==> src/rtl/cache_mc_resp.sv <==
// ============================================================================
// Module   : cache_mc_resp
// Purpose  : Cache line mover between the cache data SRAM and backing memory.
//            Accepts one command at a time from the cache controller and
//            either fills a line (memory -> cache way) or writes a line back
//            (lowest selected cache way -> memory), one word per memory
//            request, then pulses an acknowledge.
// Ports    : clk, reset (async, active-low)
//            phy_*  : command handshake (vld/rdy), command word, done pulse
//            mem_*  : backing memory request/grant, write data, read return
//            cl_*   : cache data SRAM address, per-way write enable (active
//                     low), write data, all-way read data (1-cycle latency)
// Revision : 1.0 - initial release
// ============================================================================
`default_nettype none

module cache_mc_resp #(
    parameter int ADDR_WIDTH       = 32,
    parameter int CLINE_SIZE_WORD  = 4,
    parameter int CLINE_ADDR_WIDTH = 7,
    parameter int CLINE_WORD_WIDTH = 32,
    parameter int NUM_WAYS         = 4
) (
    input  logic                                               clk,
    input  logic                                               reset,
    input  logic                                               phy_vld_i,
    output logic                                               phy_rdy_o,
    input  logic [ADDR_WIDTH+NUM_WAYS:0]                       phy_cmd_i,
    output logic                                               phy_ack_o,
    output logic                                               mem_req_o,
    input  logic                                               mem_gnt_i,
    output logic                                               mem_we_o,
    output logic [ADDR_WIDTH-1:0]                              mem_addr_o,
    output logic [CLINE_WORD_WIDTH-1:0]                        mem_wdat_o,
    input  logic                                               mem_rvld_i,
    input  logic [CLINE_WORD_WIDTH-1:0]                        mem_rdat_i,
    output logic [CLINE_ADDR_WIDTH+$clog2(CLINE_SIZE_WORD)-1:0] cl_addr_o,
    output logic [NUM_WAYS-1:0]                                cl_web_o,
    output logic [CLINE_WORD_WIDTH-1:0]                        cl_wdat_o,
    input  logic [CLINE_WORD_WIDTH*NUM_WAYS-1:0]               cl_rdat_i
);

    localparam int c_OFS = $clog2(CLINE_SIZE_WORD);
    localparam int c_W   = CLINE_WORD_WIDTH;
    localparam logic [c_OFS-1:0] c_LAST = c_OFS'(CLINE_SIZE_WORD - 1);

    typedef enum logic [2:0] {
        S_IDLE    = 3'd0,
        S_RD_REQ  = 3'd1,
        S_RD_WAIT = 3'd2,
        S_WB_RD   = 3'd3,
        S_WB_CAP  = 3'd4,
        S_WB_REQ  = 3'd5,
        S_ACK     = 3'd6
    } state_t;

    state_t                       r_state;
    logic                         r_op;
    logic [NUM_WAYS-1:0]          r_way;
    logic [ADDR_WIDTH-c_OFS-1:0]  r_line;    // command address without word offset
    logic [c_OFS-1:0]             r_cnt;     // word index within the line
    logic [c_W-1:0]               r_wb_data; // word captured from the SRAM for writeback

    logic                         w_fill_wr;
    logic                         w_last;
    logic [c_W-1:0]               w_cap_data;
    logic                         w_unused_lsb;

    // The word offset of the command address is replaced by the counter.
    assign w_unused_lsb = ^phy_cmd_i[c_OFS-1:0];

    assign w_last    = (r_cnt == c_LAST);
    // The SRAM write happens in the same cycle the memory returns data so
    // that it lands at the address of the word being filled, before the
    // counter advances.
    assign w_fill_wr = (r_state == S_RD_WAIT) && mem_rvld_i;

    // Lowest set way wins: scan from the top so lower indices overwrite.
    always_comb begin
        w_cap_data = '0;
        for (int k = NUM_WAYS - 1; k >= 0; k--) begin
            if (r_way[k]) begin
                w_cap_data = cl_rdat_i[k*c_W +: c_W];
            end
        end
    end

    always_ff @(posedge clk or negedge reset) begin
        if (!reset) begin
            r_state   <= S_IDLE;
            r_op      <= 1'b0;
            r_way     <= '0;
            r_line    <= '0;
            r_cnt     <= '0;
            r_wb_data <= '0;
        end else begin
            case (r_state)
                S_IDLE: begin
                    if (phy_vld_i) begin
                        r_op    <= phy_cmd_i[ADDR_WIDTH+NUM_WAYS];
                        r_way   <= phy_cmd_i[ADDR_WIDTH +: NUM_WAYS];
                        r_line  <= phy_cmd_i[ADDR_WIDTH-1:c_OFS];
                        r_cnt   <= '0;
                        r_state <= phy_cmd_i[ADDR_WIDTH+NUM_WAYS] ? S_WB_RD : S_RD_REQ;
                    end
                end
                S_RD_REQ: begin
                    if (mem_gnt_i) begin
                        r_state <= S_RD_WAIT;
                    end
                end
                S_RD_WAIT: begin
                    if (mem_rvld_i) begin
                        r_cnt   <= r_cnt + 1'b1;
                        r_state <= w_last ? S_ACK : S_RD_REQ;
                    end
                end
                S_WB_RD: begin
                    // Address is presented this cycle; data returns next cycle.
                    r_state <= S_WB_CAP;
                end
                S_WB_CAP: begin
                    r_wb_data <= w_cap_data;
                    r_state   <= S_WB_REQ;
                end
                S_WB_REQ: begin
                    if (mem_gnt_i) begin
                        r_cnt   <= r_cnt + 1'b1;
                        r_state <= w_last ? S_ACK : S_WB_RD;
                    end
                end
                S_ACK: begin
                    r_state <= S_IDLE;
                end
                default: begin
                    r_state <= S_IDLE;
                end
            endcase
        end
    end

    assign phy_rdy_o  = (r_state == S_IDLE);
    assign phy_ack_o  = (r_state == S_ACK);
    assign mem_req_o  = (r_state == S_RD_REQ) || (r_state == S_WB_REQ);
    assign mem_we_o   = (r_state == S_WB_REQ) && r_op;
    assign mem_addr_o = {r_line, r_cnt};
    assign mem_wdat_o = r_wb_data;
    assign cl_addr_o  = {r_line[CLINE_ADDR_WIDTH-1:0], r_cnt};
    assign cl_web_o   = w_fill_wr ? ~r_way : {NUM_WAYS{1'b1}};
    assign cl_wdat_o  = w_fill_wr ? mem_rdat_i : '0;

endmodule

`default_nettype wire
==> config.mk <==
export PLATFORM = sky130hd
export DESIGN_NAME = cache_mc_resp
export DESIGN_NICKNAME = d
export VERILOG_FILES = /design/src/rtl/cache_mc_resp.sv
export SDC_FILE = /design/constraint.sdc
export NUM_CORES = 1
export LEC_CHECK = 0
export CAP_MARGIN = 10
export CELL_PAD_IN_SITES_DETAIL_PLACEMENT = 1
export CELL_PAD_IN_SITES_GLOBAL_PLACEMENT = 1
export CORE_ASPECT_RATIO = 0.5
export CORE_UTILIZATION = 25
export DETAILED_ROUTE_END_ITERATION = 10
export GPL_ROUTABILITY_DRIVEN = 0
export PLACE_DENSITY_LB_ADDON = 0.1
export SYNTH_ARGS = -nofsm -noshare
export SYNTH_HDL_FRONTEND = slang
export SYNTH_SLANG_ARGS = --single-unit
==> constraint.sdc <==
create_clock -name clk -period 4.1 [get_ports clk]
set_clock_uncertainty 0.05 [all_clocks]
set_input_delay 0.82 -clock clk [delete_from_list [all_inputs] [get_ports clk]]
set_output_delay 0.82 -clock clk [all_outputs]
set_load 0.03 [all_outputs]
==> impl_metrics.tcl <==
set metrics [dict create \
    clkTransAtPathRegs_ps 60 \
    io_pins 315 \
    crit_family "buffers and inverters" \
    ant_nets 0 \
    layout_setup_ws_ps 484 \
    pre_cts_slack_ps 457 \
    ys_warn_count 0 \
    hp-class "reg2reg" \
    synth.cell_area_um2 4170 \
    grt_usage_pct 19.0 \
    max_stage_delay_ps 700 \
    die-area_um2 17200 \
    cts_root_buf "clkbuf_16" \
    via_per_inst 4.57 \
    grt_pass1_vias 4584 \
    drive_gt1_share_pct 8.42 \
    core_area_um2 15900 \
    setup-tns-final_ps 0 \
    cts_resized 0 \
    ys_types 32 \
    drc_errors 0 \
    io_buffers 312 \
    cts_buffer_depth 2 \
    dp.cells 941 \
    via_count 4374 \
    synth-async-reset-ratio_pct 100 \
    crit_path_start_kind "primary input" \
    grt-ovfl-total 0 \
    crit_chain "clkdlybuf4s50_1 > nand2_1 > nor2_2 > buf_4 > and2_1 > clkdlybuf4s50_1" \
    yosys.area.top_type "dfrtp_1" \
    fmax_ghz 0.277 \
    synth.area.top_cells "dfrtp_1 43%, mux2_2 8.6%, a221o_1 7.7%, nand3b_1 5.8%, a31oi_1 4.8%" \
    grt_max_degree 73 \
    p_leak_nw 3.06 \
    drv_cap 0 \
    insertion_delay_ps 330 \
    whs_path_depth 1 \
    final_nets 934 \
    cts_made_buffers 9 \
    path_class "in2out" \
    synth_common_cells "72 x dfrtp_1, 40 x nand2_1, 36 x nor2_1" \
    dp_hpwl_mm 12.2 \
    fp-row-count 32 \
    power.total_mw 5.38 \
    hold_violations 0 \
    finalSetupViolations 0 \
    synth_ff_type "dfrtp_1" \
    wl_mm 16.6 \
    yosysMostFrequentCell "dfrtp_1" \
    netlist.area_leader.share_pct 43.2 \
    drt_iter0_drc 136 \
    syn_avg_cell_area_um2 9.25 \
    antenna_found_initial 0 \
    cp_num_buf_inv 3 \
    cellPowerDensity_nw_per_um2 700 \
    ir_drop_v 0.000355 \
    die_h_um 93.4 \
    start_util_pct 26.3 \
    htreeDepth 3 \
    crit_slowest_cell "clkdlybuf4s50_1" \
    synth_edf_count 0 \
    crit_path_end_kind "primary output" \
    required_ps 3230 \
    diodes 0 \
    cp_max_fo 36 \
    synth_cells 451 \
    period_minus_slack_ps 3620 \
    critPathMostFrequentCell "clkdlybuf4s50_1" \
    first_pass_iters 4 \
    finalCritPeriodShare_pct 88.2 \
    rsz0062_at_grt "no" \
    reg2reg_depth 4 \
    critPathArrivalTime_ps 2750 \
    slew_headroom_pct 35.3 \
    maxSlewViolCount 0 \
    syn2layout_area_growth_pct 84.2 \
    yosysSeqAreaShare_pct 43.2 \
    worstMarginPinSlew_ps 970 \
    syn_nets 654 \
    tritoncts "built" \
    ys_ff_latch 72 \
    fp.dieW_um 185 \
    grt_pass1_wl_mm 24.9 \
    avgRoutedWirePerCell_um 17.3 \
    post_cts_buffers 0 \
    cts_hold_buffers 0 \
    status "finished, final reports clean" \
    fin_cells 957 \
    cp_num_cells 6 \
    clock_sinks 72 \
]
## worst paths after layout
path,endpoint,startpoint,slack (ps)
setup / recovery,cl_wdat_o[27],mem_rvld_i,480
hold / removal,r_op$_DFFE_PN0P_,r_op$_DFFE_PN0P_,450
setup reg to reg,r_line[26]$_DFFE_PN0P_,r_state[0]$_DFFE_PN0P_,1840
hold reg to reg,r_op$_DFFE_PN0P_,r_op$_DFFE_PN0P_,450
max in group asynchronous,r_way[2]$_DFFE_PN0P_,reset,2730
min in group asynchronous,mem_wdat_o[4]$_DFFE_PN0P_,reset,570
## state kept, by name, summed over array words and instances, names as in the netlist
name        cells
mem_wdat_o     32
r_line         30
r_way           4
r_state         3
r_cnt           2
r_op            1
## layout make-up
class | instances | area, um2
inverters | 34 | 128
clock inverters | 6 | 68.8
flip-flops and latches | 72 | 1810
repair buffers | 319 | 3170
multi-input cells | 295 | 2000
fillers | 1827 | 8170
well taps | 221 | 277
clock buffers | 10 | 229
## layer usage
layer | global-route usage (%) | vias up | part of all wire (%)
met1 | 21.2 | 2087 | 40
met2 | 35.8 | 154 | 52
met4 | 3.58 | 0 | 0.71
li1 | - | 2125 | -
met5 | 0 | - | 0
met3 | 5.76 | 8 | 7.3
## placed cells by master (no fill, tap or decap), types with 2 or more instances in the layout
cell type | netlist | final
clkdlybuf4s50_1 | 0 | 311
inv_1 | 34 | 34
o22ai_1 | 2 | 2
nand2_1 | 40 | 40
a31oi_1 | 32 | 32
nand3b_1 | 32 | 32
a221o_1 | 32 | 32
nor2_1 | 36 | 35
clkbuf_16 | 0 | 9
clkinv_4 | 0 | 2
nand2b_1 | 2 | 2
and2_1 | 32 | 32
o21ai_0 | 2 | 2
mux2i_1 | 3 | 3
mux2_2 | 32 | 32
dfrtp_1 | 72 | 69
mux2_1 | 3 | 3
and3b_1 | 2 | 2
a21oi_1 | 33 | 33
buf_4 | 9 | 8
dfrtp_2 | 0 | 3
## stage by stage
stage	cell area [um2]	util (%)	hold WS, ps
2_1_floorplan	4170	-	423
3_3_place_gp	7390	46.6	432
3_5_place_dp	7390	46.6	442
4_1_cts	7680	48.5	456
5_1_grt	7680	48.5	464
6_report	7680	48.5	451
## report_power, final
| part | switching, mW | total (mW) | internal, mW | leakage, nW |
|---|---|---|---|---|
| clock | 0.312 | 0.787 | 0.475 | 0.143 |
| combinational | 1.85 | 3.31 | 1.46 | 2.10 |
| sequential | 0.218 | 1.28 | 1.06 | 0.819 |
| total | 2.38 | 5.38 | 2.99 | 3.06 |
## cells by family (layout without fill, tap and decap cells)
kind of cell,count (synthesis),in the layout,synth area share [%]
multiplexers,38,38,10.2
flip-flops,72,72,43.2
buffers and inverters,84,369,8.97
AND/OR/NAND/NOR,150,150,19.4
adder cells (fa/ha/maj),1,1,0.300
AO/OA/AOI/OAI,106,106,18.0
Power figures use the tool's default switching activity.
==> variant 1, RTL diff (config.mk and constraints unchanged) <==
Reset style: synchronous (`reset`), changed in one clocked block. Comments in the files are not updated.
--- a/src/rtl/cache_mc_resp.sv
+++ b/src/rtl/cache_mc_resp.sv
@@ -85,7 +85,7 @@
         end
     end
 
-    always_ff @(posedge clk or negedge reset) begin
+    always_ff @(posedge clk) begin
         if (!reset) begin
             r_state   <= S_IDLE;
             r_op      <= 1'b0;
Formal check against the unedited RTL: differs if reset is asserted again (counterexample within 4 cycles, from zero or initial values and one cycle with reset low); with reset held inactive, the same outputs for 10 cycles.
==> variant 1 against the original RTL <==
  * Wire length is 5.6% higher
  * First-iteration DRC count up 28%
  * Sequential cell count stayed put
  * Worst setup slack got worse by 0.040 ns
  * Final area fell by 0.68%
  * Synthesized area fell by 0.45%
  * Non-clock buffer count grew 8
  * Via count up 13%
  * Final cell count increased by 9.2%
  * Critical path depth fell by 2
  * Highest routed layer unchanged
Power is not compared: it rests on default switching activity, and its combinational part moved more than twofold at a synthesized area within 25%.
==> variant 1: results (changes against the original RTL) <==
Status
  – Outcome: finished, final reports clean

Finish
  – Non-clk invs: 33 (-2.9%)
  – Register area: 0.00145 mm² (-20%)
  – Layout clock area frac: 3.66% (-0.22 points)
  – Fillers: 1860 (+1.8%)
  – #MultiIn Comb: 376 (+27%)
  – Fraction of area in multi-input gates: 29.7% (+3.6 points)
  – Signal buffers: 327 (+2.5%)
  – Buffering overhead: 42.5% (+1.2 points)

Synthesis
  – Library cells used by synthesis: 37 (+16%)
  – Most common library cells after synthesis: nand2_1 (111), dfxtp_1 (72), clkbuf_1 (38)
  – Cells after synthesis: 547 (+21%)
  – Ys flop type: dfxtp_1
  – Async SR Flop Fraction: 0% (-100 points)

Setup path
  – Setup crit end: cl_wdat_o[20]
  – FF-to-FF Start: r_state[2]$_SDFFE_PN0P_
  – Reg2reg setup slack: 2.02 ns (+0.18 ns)
  – CP peak stage delay: 0.86 ns (+0.16 ns)

Global routing
  – Vias in the first global route: 4917 (+7.3%)

STA
  – Slew headroom: 51.7% (+16 points)

Floorplan
  – Die Area: 0.0172 mm² (-0.44%)

Route
  – DR iter-0 viols: 174 (+28%)
  – Wire length per cell: 16.7 µm (-3.3%)

Place
  – Worst slack at placement: 0.426 ns (-0.0311 ns)

Worst hold path
  – Hold endpoint: r_line[12]$_SDFFE_PN0P_
==> variant 1: cell types whose count changed after synthesis, sizes merged, moves of 3 or more <==
cell,delta
nand2,+71
clkbuf,+5
and2,-29
dfxtp,+72
nor2,-34
o21ai,+32
and3,+31
dfrtp,-72
buf,+11
nor2b,+3
a21oi,+3
a21boi,+35
mux2,-34
==> variant 1: cell families (layout without fill, tap and decap cells) <==
| group | Yosys count | in the layout | synth area share [%] |
|---|---|---|---|
| mux | 3 | 3 | 0.753 |
| buf+inv | 99 | 376 | 10.8 |
| fa+ha+maj | 1 | 1 | 0.301 |
| simple gates | 196 | 196 | 24.7 |
| flops | 72 | 72 | 34.7 |
| compound gates | 176 | 176 | 28.7 |
==> variant 1: routing by layer <==
layer	global-route usage (%)	routed length [µm]	up-vias
met4	3.19	93	0
met2	37.0	8750	149
met1	21.9	7150	2322
met5	0	0	-
met3	7.17	1510	8
li1	-	-	2461
==> variant 2, RTL diff (same settings) <==
Made on the original files. `CLINE_SIZE_WORD`: 4 -> 8.
--- a/src/rtl/cache_mc_resp.sv
+++ b/src/rtl/cache_mc_resp.sv
@@ -16,7 +16,7 @@
 
 module cache_mc_resp #(
     parameter int ADDR_WIDTH       = 32,
-    parameter int CLINE_SIZE_WORD  = 4,
+    parameter int CLINE_SIZE_WORD  = 8,
     parameter int CLINE_ADDR_WIDTH = 7,
     parameter int CLINE_WORD_WIDTH = 32,
     parameter int NUM_WAYS         = 4
Interface: changed (resized cl_addr_o); port bits go from 315 to 316. No check against the original RTL was run, so the function may have changed too.
==> variant 2 against the original RTL <==
  * Synthesized area increased by 6.9%
  * Worst setup slack improved by 0.15 ns
  * Wire length decreased by 1.7%
  * Via count increased by 1.9%
  * Final area increased by 2.0%
  * Die area increased by 6.8%
  * Sequential share of layout area decreased by 0.45 points
  * Sequential cell count unchanged
  * Clock power increased by 14%
  * Total power increased by 4.3%
  * Count of clock-buffer cells in the layout decreased by 1
==> variant 2: results (changes against the original RTL) <==
Status
  – Outcome: finished, final reports clean

Finish
  – Diodes inserted: 0 (unchanged)
  – Final-stage net count: 943 (+0.96%)
  – Fillers: 1948 (+6.6%)
  – Layout cells sized above 1: 13.2% (+4.8 points)
  – Largest register FFs: 32 (unchanged)

Route
  – Remaining antenna violation count: 0 (unchanged)
  – Total wire length: 16.3 mm (-1.7%)
  – DR pass1 iterations: 4 (unchanged)
  – DR iter-0 viols: 161 (+18%)
  – Routed vias/inst: 4.56 (-0.19%)

Global routing
  – Global-route wire length before repair: 24.5 mm (-1.6%)
  – Largest net degree at the start of global routing: 67 (-8.2%)
  – Initial antenna violation count: 0 (unchanged)
  – Gr usage total: 17.2% (-1.9 points)
  – Vias in the first global route: 4476 (-2.4%)

CTS
  – Post-CTS Resized: 0 (unchanged)
  – TritonCTS Buffers: 9 (unchanged)
  – Max clock buf depth: 2 (unchanged)
  – Skew-Pair Late Insertion Delay: 0.33 ns (about the same)
  – Clk slew on worst S/H paths: 0.07 ns
  – CTS Root Buffer Type: clkbuf_16
  – H-tree depth: 3 (unchanged)
  – Postcts setup bufs: 0 (unchanged)

Worst hold path
  – Hold Crit Depth: 1 (unchanged)
  – Hold endpoint: r_line[11]$_DFFE_PN0P_
  – Hold_sp: r_line[11]$_DFFE_PN0P_
  – Worst hold path class: reg2reg

Pwr
  – Max IR drop VDD: 0.000371 V (+4.6%)
  – Pleak: 3.27 nW (+6.7%)
  – Net Sw Frac: 43.7% (-0.62 points)

Place
  – Buffers on Ports: 312 (unchanged)
  – Hpwl dp: 11.5 mm (-6.1%)
  – Worst slack at placement: 0.621 ns (+0.164 ns)

Setup path
  – Arr. time, crit path: 2.59 ns (-0.16 ns)
  – Worst R2R End: r_way[2]$_DFFE_PN0P_
  – Reg2reg path depth: 3 (-1)
  – CP max stage cell: clkdlybuf4s50_1
  – FF-to-FF Start: r_state[0]$_DFFE_PN0P_
  – Critical path startpoint: mem_rvld_i
  – Reg2reg setup slack: 2.03 ns (+0.19 ns)
  – Critical-path maximum fanout: 36 (unchanged)
  – CP peak stage delay: 0.63 ns (-0.07 ns)
  – Crit-path leading delay family: buffers and inverters
  – Setup crit end: cl_web_o[2]

Synthesis
  – Async SR Flop Fraction: 100% (unchanged)
  – Sequential area share after synthesis: 40.4% (-2.8 points)
  – Most common library cells after synthesis: dfrtp_1 (72), nand2_1 (38), inv_1 (35)
  – Largest cells by area after synthesis: dfrtp_1 (40%), mux2_4 (10%), a221o_1 (7.2%)
  – Synthesis warning total: 0 (unchanged)
  – Library cells used by synthesis: 34 (+6.3%)
  – Mapped Nets: 667 (+2.0%)

STA
  – Tmin final: 3.46 ns (-0.155 ns)
  – Slew headroom: 26.5% (-8.8 points)
==> variant 2: cell types whose count changed after synthesis, moves of 3 or more <==
cell | unedited run | this run
buf_1 | 3 | 0
buf_12 | 0 | 4
buf_2 | 2 | 16
buf_4 | 9 | 14
clkbuf_1 | 33 | 18
mux2_1 | 3 | 0
mux2_2 | 32 | 4
mux2_4 | 0 | 30
nor2_1 | 36 | 33
==> variant 2: power by group through the flow <==
stage               clock (W)  combinational [W]  sequential [W]
floorplan                   0            0.00173         0.00185
global placement            0            0.00334         0.00139
detailed placement          0            0.00336         0.00140
CTS                  0.000932            0.00338         0.00140
global route         0.000959            0.00356         0.00145
finish               0.000898            0.00332         0.00139
==> variant 2: per-stage QoR <==
step,utilization [%],cell area (µm²),hold slack (ns),instances
CTS,45.0,7840,0.464,977
global placement,43.1,7500,0.443,961
detailed placement,43.1,7500,0.439,961
global route,45.0,7840,0.476,977
floorplan,-,4460,0.424,462
finish,45.0,7840,0.460,977
==> variant 2: area by class of cell <==
class,instances,share of cell area [%]
Multi-Input combinational cell,302,27.9
Clock inverter,7,1.39
Tap cell,234,3.74
Timing Repair Buffer,318,39.4
Inverter,35,1.68
Sequential cell,72,23.0
Clock buffer,9,2.87
==> variant 2: cells by family after synthesis <==
group           share of synthesized area, %
buf+inv                                 10.7
fa+ha+maj                              0.842
mux                                     12.0
simple gates                            18.8
flops                                   40.4
compound gates                          17.3
==> variant 2: per-layer routing <==
| metal | GRT usage [%] | wire length [µm] | share of wire, % | vias to the layer above |
|---|---|---|---|---|
| met5 | 0 | 0 | 0 | - |
| met4 | 4.40 | 261 | 1.6 | 0 |
| met3 | 5.27 | 1030 | 6.3 | 16 |
| met2 | 28.9 | 8000 | 49 | 121 |
| met1 | 21.5 | 7000 | 43 | 2164 |
| li1 | - | - | - | 2156 |
